[src/rtl/scan_mux_pkg.sv]
// Shared definitions for the scan multiplexer: mode encodings.
package scan_mux_pkg;

  typedef enum logic {
    MODE_MAN  = 1'b0,
    MODE_SCAN = 1'b1
  } mode_e;

endpackage

[src/rtl/mux_nx1.sv]
// Combinational N-to-1 channel selector; indices at or beyond NCH yield zero.
module mux_nx1 #(
  parameter int WIDTH = 1,
  parameter int NCH   = 4,
  parameter int SELW  = 2
) (
  input  logic [NCH*WIDTH-1:0] din,
  input  logic [SELW-1:0]      idx,
  output logic [WIDTH-1:0]     y
);

  always_comb begin
    // NOTE: default first so every path assigns y; otherwise a latch is inferred.
    y = '0;
    for (int i = 0; i < NCH; i++) begin
      if (idx == SELW'(i)) y = din[i*WIDTH +: WIDTH];
    end
  end

endmodule

[src/rtl/scan_mux.sv]
// Registered channel multiplexer with manual select and round-robin scan modes.
module scan_mux
  import scan_mux_pkg::*;
#(
  parameter int WIDTH = 1,
  parameter int NCH   = 4,
  parameter int SELW  = 2
) (
  input  logic                 clk,
  input  logic                 rst,
  input  logic [NCH*WIDTH-1:0] din,
  input  logic [SELW-1:0]      sel,
  input  logic                 mode,
  input  logic                 en,
  output logic [WIDTH-1:0]     dout,
  output logic [SELW-1:0]      dout_ch,
  output logic                 dout_valid,
  output logic                 wrap
);

  localparam logic [SELW-1:0] LAST_CH = SELW'(NCH - 1);
  localparam logic [SELW:0]   NCH_W   = (SELW + 1)'(NCH);

  mode_e           cur_mode;
  logic [SELW-1:0] ptr;
  logic [SELW-1:0] ptr_next;
  logic [SELW-1:0] idx;
  logic [WIDTH-1:0] mux_y;
  logic            ptr_last;
  logic            sel_ok;

  assign cur_mode = mode_e'(mode);
  assign ptr_last = (ptr == LAST_CH);
  assign sel_ok   = ({1'b0, sel} < NCH_W);
  assign idx      = (cur_mode == MODE_SCAN) ? ptr : sel;

  mux_nx1 #(
    .WIDTH (WIDTH),
    .NCH   (NCH),
    .SELW  (SELW)
  ) u_mux (
    .din (din),
    .idx (idx),
    .y   (mux_y)
  );

  // Manual mode parks the pointer at 0 so each scan entry begins a full sweep.
  always_comb begin
    ptr_next = ptr;
    if (cur_mode == MODE_MAN) begin
      ptr_next = '0;
    end else if (en) begin
      ptr_next = ptr_last ? '0 : ptr + 1'b1;
    end
  end

  always_ff @(posedge clk) begin
    // NOTE: non-blocking assignments keep all registers updating from pre-edge values.
    if (rst) begin
      ptr        <= '0;
      dout       <= '0;
      dout_ch    <= '0;
      dout_valid <= 1'b0;
      wrap       <= 1'b0;
    end else begin
      ptr <= ptr_next;
      if (en) begin
        dout       <= mux_y;
        dout_ch    <= idx;
        dout_valid <= (cur_mode == MODE_SCAN) ? 1'b1 : sel_ok;
        wrap       <= (cur_mode == MODE_SCAN) && ptr_last;
      end else begin
        dout_valid <= 1'b0;
        wrap       <= 1'b0;
      end
    end
  end

endmodule

[config.mk]
export PLATFORM = sky130hd
export DESIGN_NAME = scan_mux
export DESIGN_NICKNAME = d
export VERILOG_FILES = /design/src/rtl/scan_mux_pkg.sv /design/src/rtl/mux_nx1.sv /design/src/rtl/scan_mux.sv
export SDC_FILE = /design/constraint.sdc
export NUM_CORES = 1
export LEC_CHECK = 0
export ABC_AREA = 1
export CORE_AREA = 10 10 47 49
export CTS_CLUSTER_SIZE = 8
export DETAILED_ROUTE_END_ITERATION = 10
export DIE_AREA = 0 0 57 59
export GPL_ROUTABILITY_DRIVEN = 1
export PLACE_DENSITY = 0.64
export SYNTH_ARGS = -nofsm -noshare
export SYNTH_HDL_FRONTEND = slang
export SYNTH_SLANG_ARGS = --single-unit
[constraint.sdc]
create_clock -name clk -period 1 [get_ports clk]
set_input_delay 0.15 -clock clk [delete_from_list [all_inputs] [get_ports clk]]
set_output_delay 0.15 -clock clk [all_outputs]
set_load 0.1 [all_outputs]
# After elaboration in Yosys (flattened, before gate mapping)

Index checks and enable logic that the tools add are counted.

Logic and storage cells: 23
Output and inout port bits: 5
Register bits: 7

Reduce and logical (&&, ||, !) cells: 4
Add/subtract/negate cells: 1
Bitwise logic cells: 2
Mux-type cells: 7
Equal/unequal tests: 4

Operator list:

| cell                | number |
|---|---|
| $eq 2x2->1 const B  | 3 |
| $mux 1              | 5 |
| $mux 2              | 2 |
| $reduce_or 2->1     | 2 |
| $add 2x1->2 const B | 1 |
| $eq 2x1->1 const B  | 1 |
| $logic_not 2->1     | 1 |
| $not 1->1           | 2 |
| $logic_and 1x1->1   | 1 |

# Logic depth before layout (Yosys ltp)

Gate-level depths: netlist of the first run.

Depth after elaboration: 6
Gate-level depth with buffers: 6

# Hierarchy

From an unflattened synthesis of the first run, not the netlist that was laid out.

Cell total of the unflattened synthesis: 55
Area total of the unflattened synthesis: 356.6 sq um

By module, submodules not included:

| module   | cells each | sequential area each (sq um) | area each (sq um) | times used |
|---|---|---|---|---|
| scan_mux | 42         | 140.1                        | 305.3             | 1 |
| mux_nx1  | 13         | 0.0                          | 51.3              | 1 |

# Worst setup path before layout of the first run

OpenSTA, ideal clock, no wires.

Path type: reg2reg
Start point: register, netlist name dout
End point: register dout
Cell stages (with the launch flop): 3
Data arrival time: 1.249 ns
Slack: -0.317 ns
Library setup time: 0.068 ns
Path buffers: 0
Clock period less this slack: 1.317 ns
Data required time: 0.932 ns
Path through: dfxtp_1 > o21ai_0 > a21oi_2

RTL lines:

| what                 | RTL line       | RTL |
|---|---|---|
| to (signal assigned) | scan_mux.sv:68 | `dout <= mux_y;` |
| to (decl)            | scan_mux.sv:15 | `output logic [WIDTH-1:0] dout,` |

# Worst setup path after layout of the first run

Start point: register dout
End point: output port dout

No word-level cell between the ends.

==> impl_metrics.yaml, run 1 <==
routing:
  drt-vias-per-instance: 4.29
  wire_per_inst_um: 11.4
  vias: 352
  drc: 0
  postRouteAntennaNets: 0
  dr.pass1.iters: 4
  drt-initial-drc-count: 3
  wl_um: 933
logic_synthesis:
  synth_seq_cells: 7
  synth_seq_area_share_pct: 40.7
  syn_nets: 58
  ys_types: 17
  syn_inst: 47
  synth.avg_cell_area_um2: 7.32
  syn_area_um2: 344
  ys_warn_count: 0
critical_path:
  path_max_fanout: 2
  critPathMaxStageDelay_ps: 350
  required_ps: 850
  arrival_ps: 780
  criticalPathCategory: "reg2out"
  critPathTopFamily: "flip-flops"
  critPathLaunchType: "flip-flop"
  cp_slowest_cell: "dfxtp_2"
  end_kind: "output pin"
  crit_path_start: "dout$_SDFFE_PP0P_"
  r2r_start: "ptr[0]$_SDFFE_PP0P_"
  crit_chain: "buf_12"
  cp_num_buf_inv: 1
floorplanning:
  die_area_um2: 3360
  start_util_pct: 24.6
  top_level_ports: 15
  num_rows: 14
  die_w_um: 57
  core_area_um2: 1400
  die_height_um: 59
layout:
  nets: 78
  stdcell_area_um2: 603
  area_delta_synth_final_pct: 75.3
  num-fill-cells: 149
  layout-drive-gt1-share_pct: 36.4
  antennaDiodeCount: 0
sta:
  fmax_mhz: 1080
  rsz0062_at_grt: "no"
  final.min_clock_period_ps: 926
  fin_skew_ps: 4.89
  tns_ps: 0
  slew-limit-headroom_pct: 76.7
  setup_viol: 0
  hold_viol_final: 0
  period_share_pct: 92.6
  layout_setup_ws_ps: 74.4
  drv_slew: 0
  worst_slew_pin_slew_ps: 349
  whs_ps: 334
clocking:
  ctsHtreeMaxLevel: 1
  cts_root_buf: "clkbuf_4"
  cts.sinks: 7
  cts_made_buffers: 3
  clkLatencyLatePin_ps: 250
  clk_pin_slew_ps: 60
  cts_buffer_depth: 2
  cts_tree: "yes"
pwr:
  swShare_pct: 32.3
  internal_power_uw: 551
  power_frac_comb_pct: 29.9
  leakagePower_uw: 0.000280
  clock_power_share_pct: 31.7
  seqPwrFrac_pct: 38.4
  power.density_cell_area_nw_per_um2: 1350
  irDropWorstVdd_mv: 0.918
  p_sw_uw: 263
global_routing:
  overflow: 0
  grt_max_degree: 10
  antenna_found_initial: 0
  grt_usage_pct: 5.63
  grt_pass1_wl_um: 1460
  grt_pass1_vias: 345
placement:
  routabilityCongestion: 0.740
  dpl_worst_slack_ps: -271
  io_buffer_count: 14
  place_area_um2: 571
  dp_hpwl_um: 760
min_path:
  worstHoldStart: "en"
  hold_class: "in2reg"
run_status:
  status: "complete, no violations"
flow_run:
  max_cap_viol_count: 0
-- synthesized netlist by cell type --
library cell | count | area (um^2)
o21ai_1 | 3 | 15.0
inv_2 | 2 | 7.51
nor2_2 | 1 | 6.26
buf_2 | 1 | 5.00
o211ai_1 | 2 | 15.0
a21oi_2 | 1 | 8.76
nand2_2 | 1 | 6.26
nor3_1 | 1 | 5.00
nand2_1 | 7 | 26.3
dfxtp_1 | 7 | 140
ha_1 | 1 | 12.5
o21ai_0 | 1 | 5.00
inv_1 | 8 | 30.0
a211oi_2 | 1 | 12.5
nand3_1 | 7 | 35.0
nor2_1 | 1 | 3.75
a21oi_1 | 2 | 10.0
-- power groups by stage --
stage | logic (uW) | registers (uW) | clock network [uW]
detailed placement | 243 | 318 | 0
global placement | 242 | 318 | 0
CTS | 243 | 313 | 270
finish | 243 | 313 | 258
global route | 258 | 315 | 288
floorplan | 59.5 | 393 | 0
-- flip-flops by register name, indices dropped and copies added (netlist names) --
| register | count |
|---|---|
| ptr | 2 |
| wrap | 1 |
| dout_ch | 2 |
| dout | 1 |
| dout_valid | 1 |
-- stage by stage --
step	cells	total power [uW]	utilization, %
after global placement	78	560	40.7
after CTS	82	826	42.5
after detailed placement	78	561	40.7
final	82	814	43.0
after floorplan	47	452	-
after global routing	82	861	43.0
-- worst paths after layout --
kind                                 to  slack (ps)  cells after the start
setup / recovery                   dout          70                      1
hold / removal    dout_valid$_SDFF_PP0_         330                      3
setup reg to reg    ptr[1]$_SDFFE_PP0P_          90                      3
hold reg to reg     ptr[0]$_SDFFE_PP0P_         480                      1
-- logic make-up (layout without fill, tap and decap cells) --
logic type,Yosys count,in the layout,synth area share (%)
flops,7,7,40.7
simple gates,18,18,24.0
fa+ha+maj,1,1,3.64
compound gates,10,10,19.3
buf+inv,11,30,12.4
-- tightest hold or removal path: cells and delay by family --
kind | cells | cell delay [ps]
AND/OR/NAND/NOR | 1 | 50
buffers and inverters | 2 | 350
-- timing repair --
action / in CTS / in global routing
gates resized for setup: 1 / 4
setup buffers: 0 / 0
cloned: 0 / 0
endpoints found under the setup margin: 1 / 5
hold buffers: 0 / 0
-- cell type report --
cell class	instances	area, um^2	share of cell area [%]
timing repair buffer	16	206	34.2
sequential	7	148	24.5
clock buffer	4	26.3	4.36
inverter	10	37.5	6.22
tap	16	20.0	3.32
multi-input combinational	29	165	27.4
-- layer usage --
metal / part of all wire [%] / GRT usage, % / wire (um)
met1: 47 / 6.44 / 440
met2: 41 / 7.29 / 385
met3: 8.6 / 3.00 / 80
met4: 2.9 / 5.03 / 27
met5: 0 / 0 / 0
-- cells in the final DEF (no fill, tap or decap), drive strengths merged --
cell type	instances
o211ai	2
dlygate4sd2	1
clkbuf	4
a21oi	3
ha	1
a211oi	1
inv	10
nor2	2
nand2	8
dfxtp	7
dlymetal6s2s	1
buf	7
clkdlybuf4s50	7
o21ai	4
nand3	7
nor3	1
Power figures use the tool's default switching activity.
==> run 2, diff against run 1 <==
--- a/config.mk
+++ b/config.mk
@@ -6,7 +6,9 @@
 export NUM_CORES = 1
 export LEC_CHECK = 0
 export ABC_AREA = 1
+export CAP_MARGIN = 5
 export CORE_AREA = 10 10 47 49
+export CTS_CLUSTER_DIAMETER = 80
 export CTS_CLUSTER_SIZE = 8
 export DETAILED_ROUTE_END_ITERATION = 10
 export DIE_AREA = 0 0 57 59
==> constraint.sdc (replaced) <==
create_clock -name clk -period 1 [get_ports clk]
set_input_delay 0.3 -clock clk [delete_from_list [all_inputs] [get_ports clk]]
set_output_delay 0.3 -clock clk [all_outputs]
set_load 0.1 [all_outputs]
==> impl_metrics.yaml, run 2 (synthesized netlist as in run 1, its figures left out) <==
placement:
  routabilityCongestion: 0.730
  dp_hpwl_um: 723
  io_buffer_count: 14
  dp.cells: 78
  place_area_um2: 571
floorplanning:
  die_area_um2: 3360
  core_area_um2: 1400
  start_util_pct: 24.6
  die_w_um: 57
  num_rows: 14
  die_height_um: 59
  top_level_ports: 15
pwr:
  internal_power_uw: 549
  clock_power_share_pct: 32.5
  p_sw_uw: 269
  leakagePower_uw: 0.000282
  irDropWorstVdd_mv: 0.744
  swShare_pct: 32.9
  seqPwrFrac_pct: 38.2
  power_frac_comb_pct: 29.3
  power.density_cell_area_nw_per_um2: 1360
global_routing:
  grt_pass1_wl_um: 1520
  antenna_found_initial: 0
  grt_usage_pct: 6.15
  grt_pass1_vias: 346
  overflow: 0
  grt_max_degree: 10
critical_path:
  required_ps: 700
  cp_slowest_cell: "dfxtp_2"
  crit_chain: "buf_12"
  cp_num_buf_inv: 1
  ff2ff_setup_slack_ps: 90
  arrival_ps: 790
  path_max_fanout: 2
  reg2reg_to: "ptr[1]$_SDFFE_PP0P_"
  end_kind: "output pin"
  critPathMaxStageDelay_ps: 350
  criticalPathCategory: "reg2out"
  critPathTopFamily: "flip-flops"
  critPathLaunchType: "flip-flop"
  r2r_start: "ptr[0]$_SDFFE_PP0P_"
  rr_worst_depth: 3
clocking:
  clk_pin_slew_ps: 50
  hold_buffers: 0
  cts_setup_buffers: 0
  cts_made_buffers: 3
  cts.sinks: 7
  clkLatencyLatePin_ps: 260
  cts_root_buf: "clkbuf_4"
  ctsHtreeMaxLevel: 1
  cts_tree: "yes"
  cts_buffer_depth: 2
min_path:
  holdPathStages: 5
  hold_end: "dout_ch[1]$_SDFFE_PP0P_"
  hold_class: "in2reg"
  worstHoldStart: "sel[1]"
routing:
  postRouteAntennaNets: 0
  wire_per_inst_um: 11.3
  drt-vias-per-instance: 4.26
  drt-initial-drc-count: 5
  drc: 0
  dr.pass1.iters: 6
  wl_um: 928
  vias: 349
sta:
  period_share_pct: 109
  hold_viol_final: 0
  drv_slew: 0
  rsz0062_at_grt: "yes"
  setup_viol: 5
  fmax_mhz: 919
  slew-limit-headroom_pct: 79.9
  whs_ps: 467
  layout_setup_ws_ps: -88.0
  worst_slew_pin_slew_ps: 302
  final.min_clock_period_ps: 1090
  fin_skew_ps: 0.929
  tns_ps: -371
layout:
  area_delta_synth_final_pct: 74.5
  layout-drive-gt1-share_pct: 34.8
  final_common_cell: "inv_1"
  top_regs: "dout_ch x2, ptr x2"
  antennaDiodeCount: 0
  final_cell_mix: "inv_1, nand2_1, nand3_1, dfxtp_2"
  stdcell_area_um2: 601
  final_cells: 82
  nets: 78
run_status:
  status: "finished with violations"
  violations: "setup timing"
flow_run:
  max_cap_viol_count: 0
[run 2: cell types whose count changed in the layout (fill, tap and decap cells not counted), sizes merged]
cell and change:
dlygate4sd2 +2, clkdlybuf4s50 -2
[run 2: per-stage QoR]
stage                     util (%)  worst slack, ps  power [uW]
after floorplan                  -             18.8         452
after global placement        40.7             -390         560
after detailed placement      40.7             -418         560
after CTS                     42.3            -99.2         833
after global routing          42.9             -116         863
final                         42.9            -88.0         818
[run 2: power groups by stage]
stage	sequential (uW)	combinational, uW	clock (uW)
global route	315	256	292
CTS	312	240	281
floorplan	393	59.5	0
global placement	318	242	0
finish	312	240	266
detailed placement	318	242	0
[run 2: worst register-to-register path, cell delays in order (launching register included)]
cell and delay (ps):
dfxtp_2 340, ha_1 290, o21ai_1 120, a21oi_1 50
[run 2: metal layers]
layer	wire length, um	up-vias	share of wire, %	GRT usage [%]
met3	89	4	9.6	2.58
met1	414	141	45	6.93
met5	0	-	0	0
met4	57	0	6.1	9.06
li1	-	192	-	-
met2	368	12	40	6.98
[run 2: worst max-delay path by stage]
stage	start	endpoint	slack, ps	depth (start not counted)
floorplan	dout$_SDFFE_PP0P_	dout$_SDFFE_PP0P_	20	2
global placement	mode	dout$_SDFFE_PP0P_	-390	6
detailed placement	mode	dout$_SDFFE_PP0P_	-420	7
CTS	dout$_SDFFE_PP0P_	dout	-100	1
global route	dout_ch[0]$_SDFFE_PP0P_	dout_ch[0]	-120	1
finish	dout$_SDFFE_PP0P_	dout	-90	1
[run 2: area by class of cell]
cell class | count | area (um^2)
Fill cell | 150 | 801
Timing Repair Buffer | 16 | 204
Multi-Input combinational cell | 29 | 165
Sequential cell | 7 | 148
Inverter | 10 | 37.5
Clock buffer | 4 | 26.3
Tap cell | 16 | 20.0
[run 2: timing repair]
action | CTS | global route
hold endpoints to repair | 0 | 0
pin swaps | 0 | 1
gates resized for setup | 3 | 3
endpoints found under the setup margin | 11 | 9
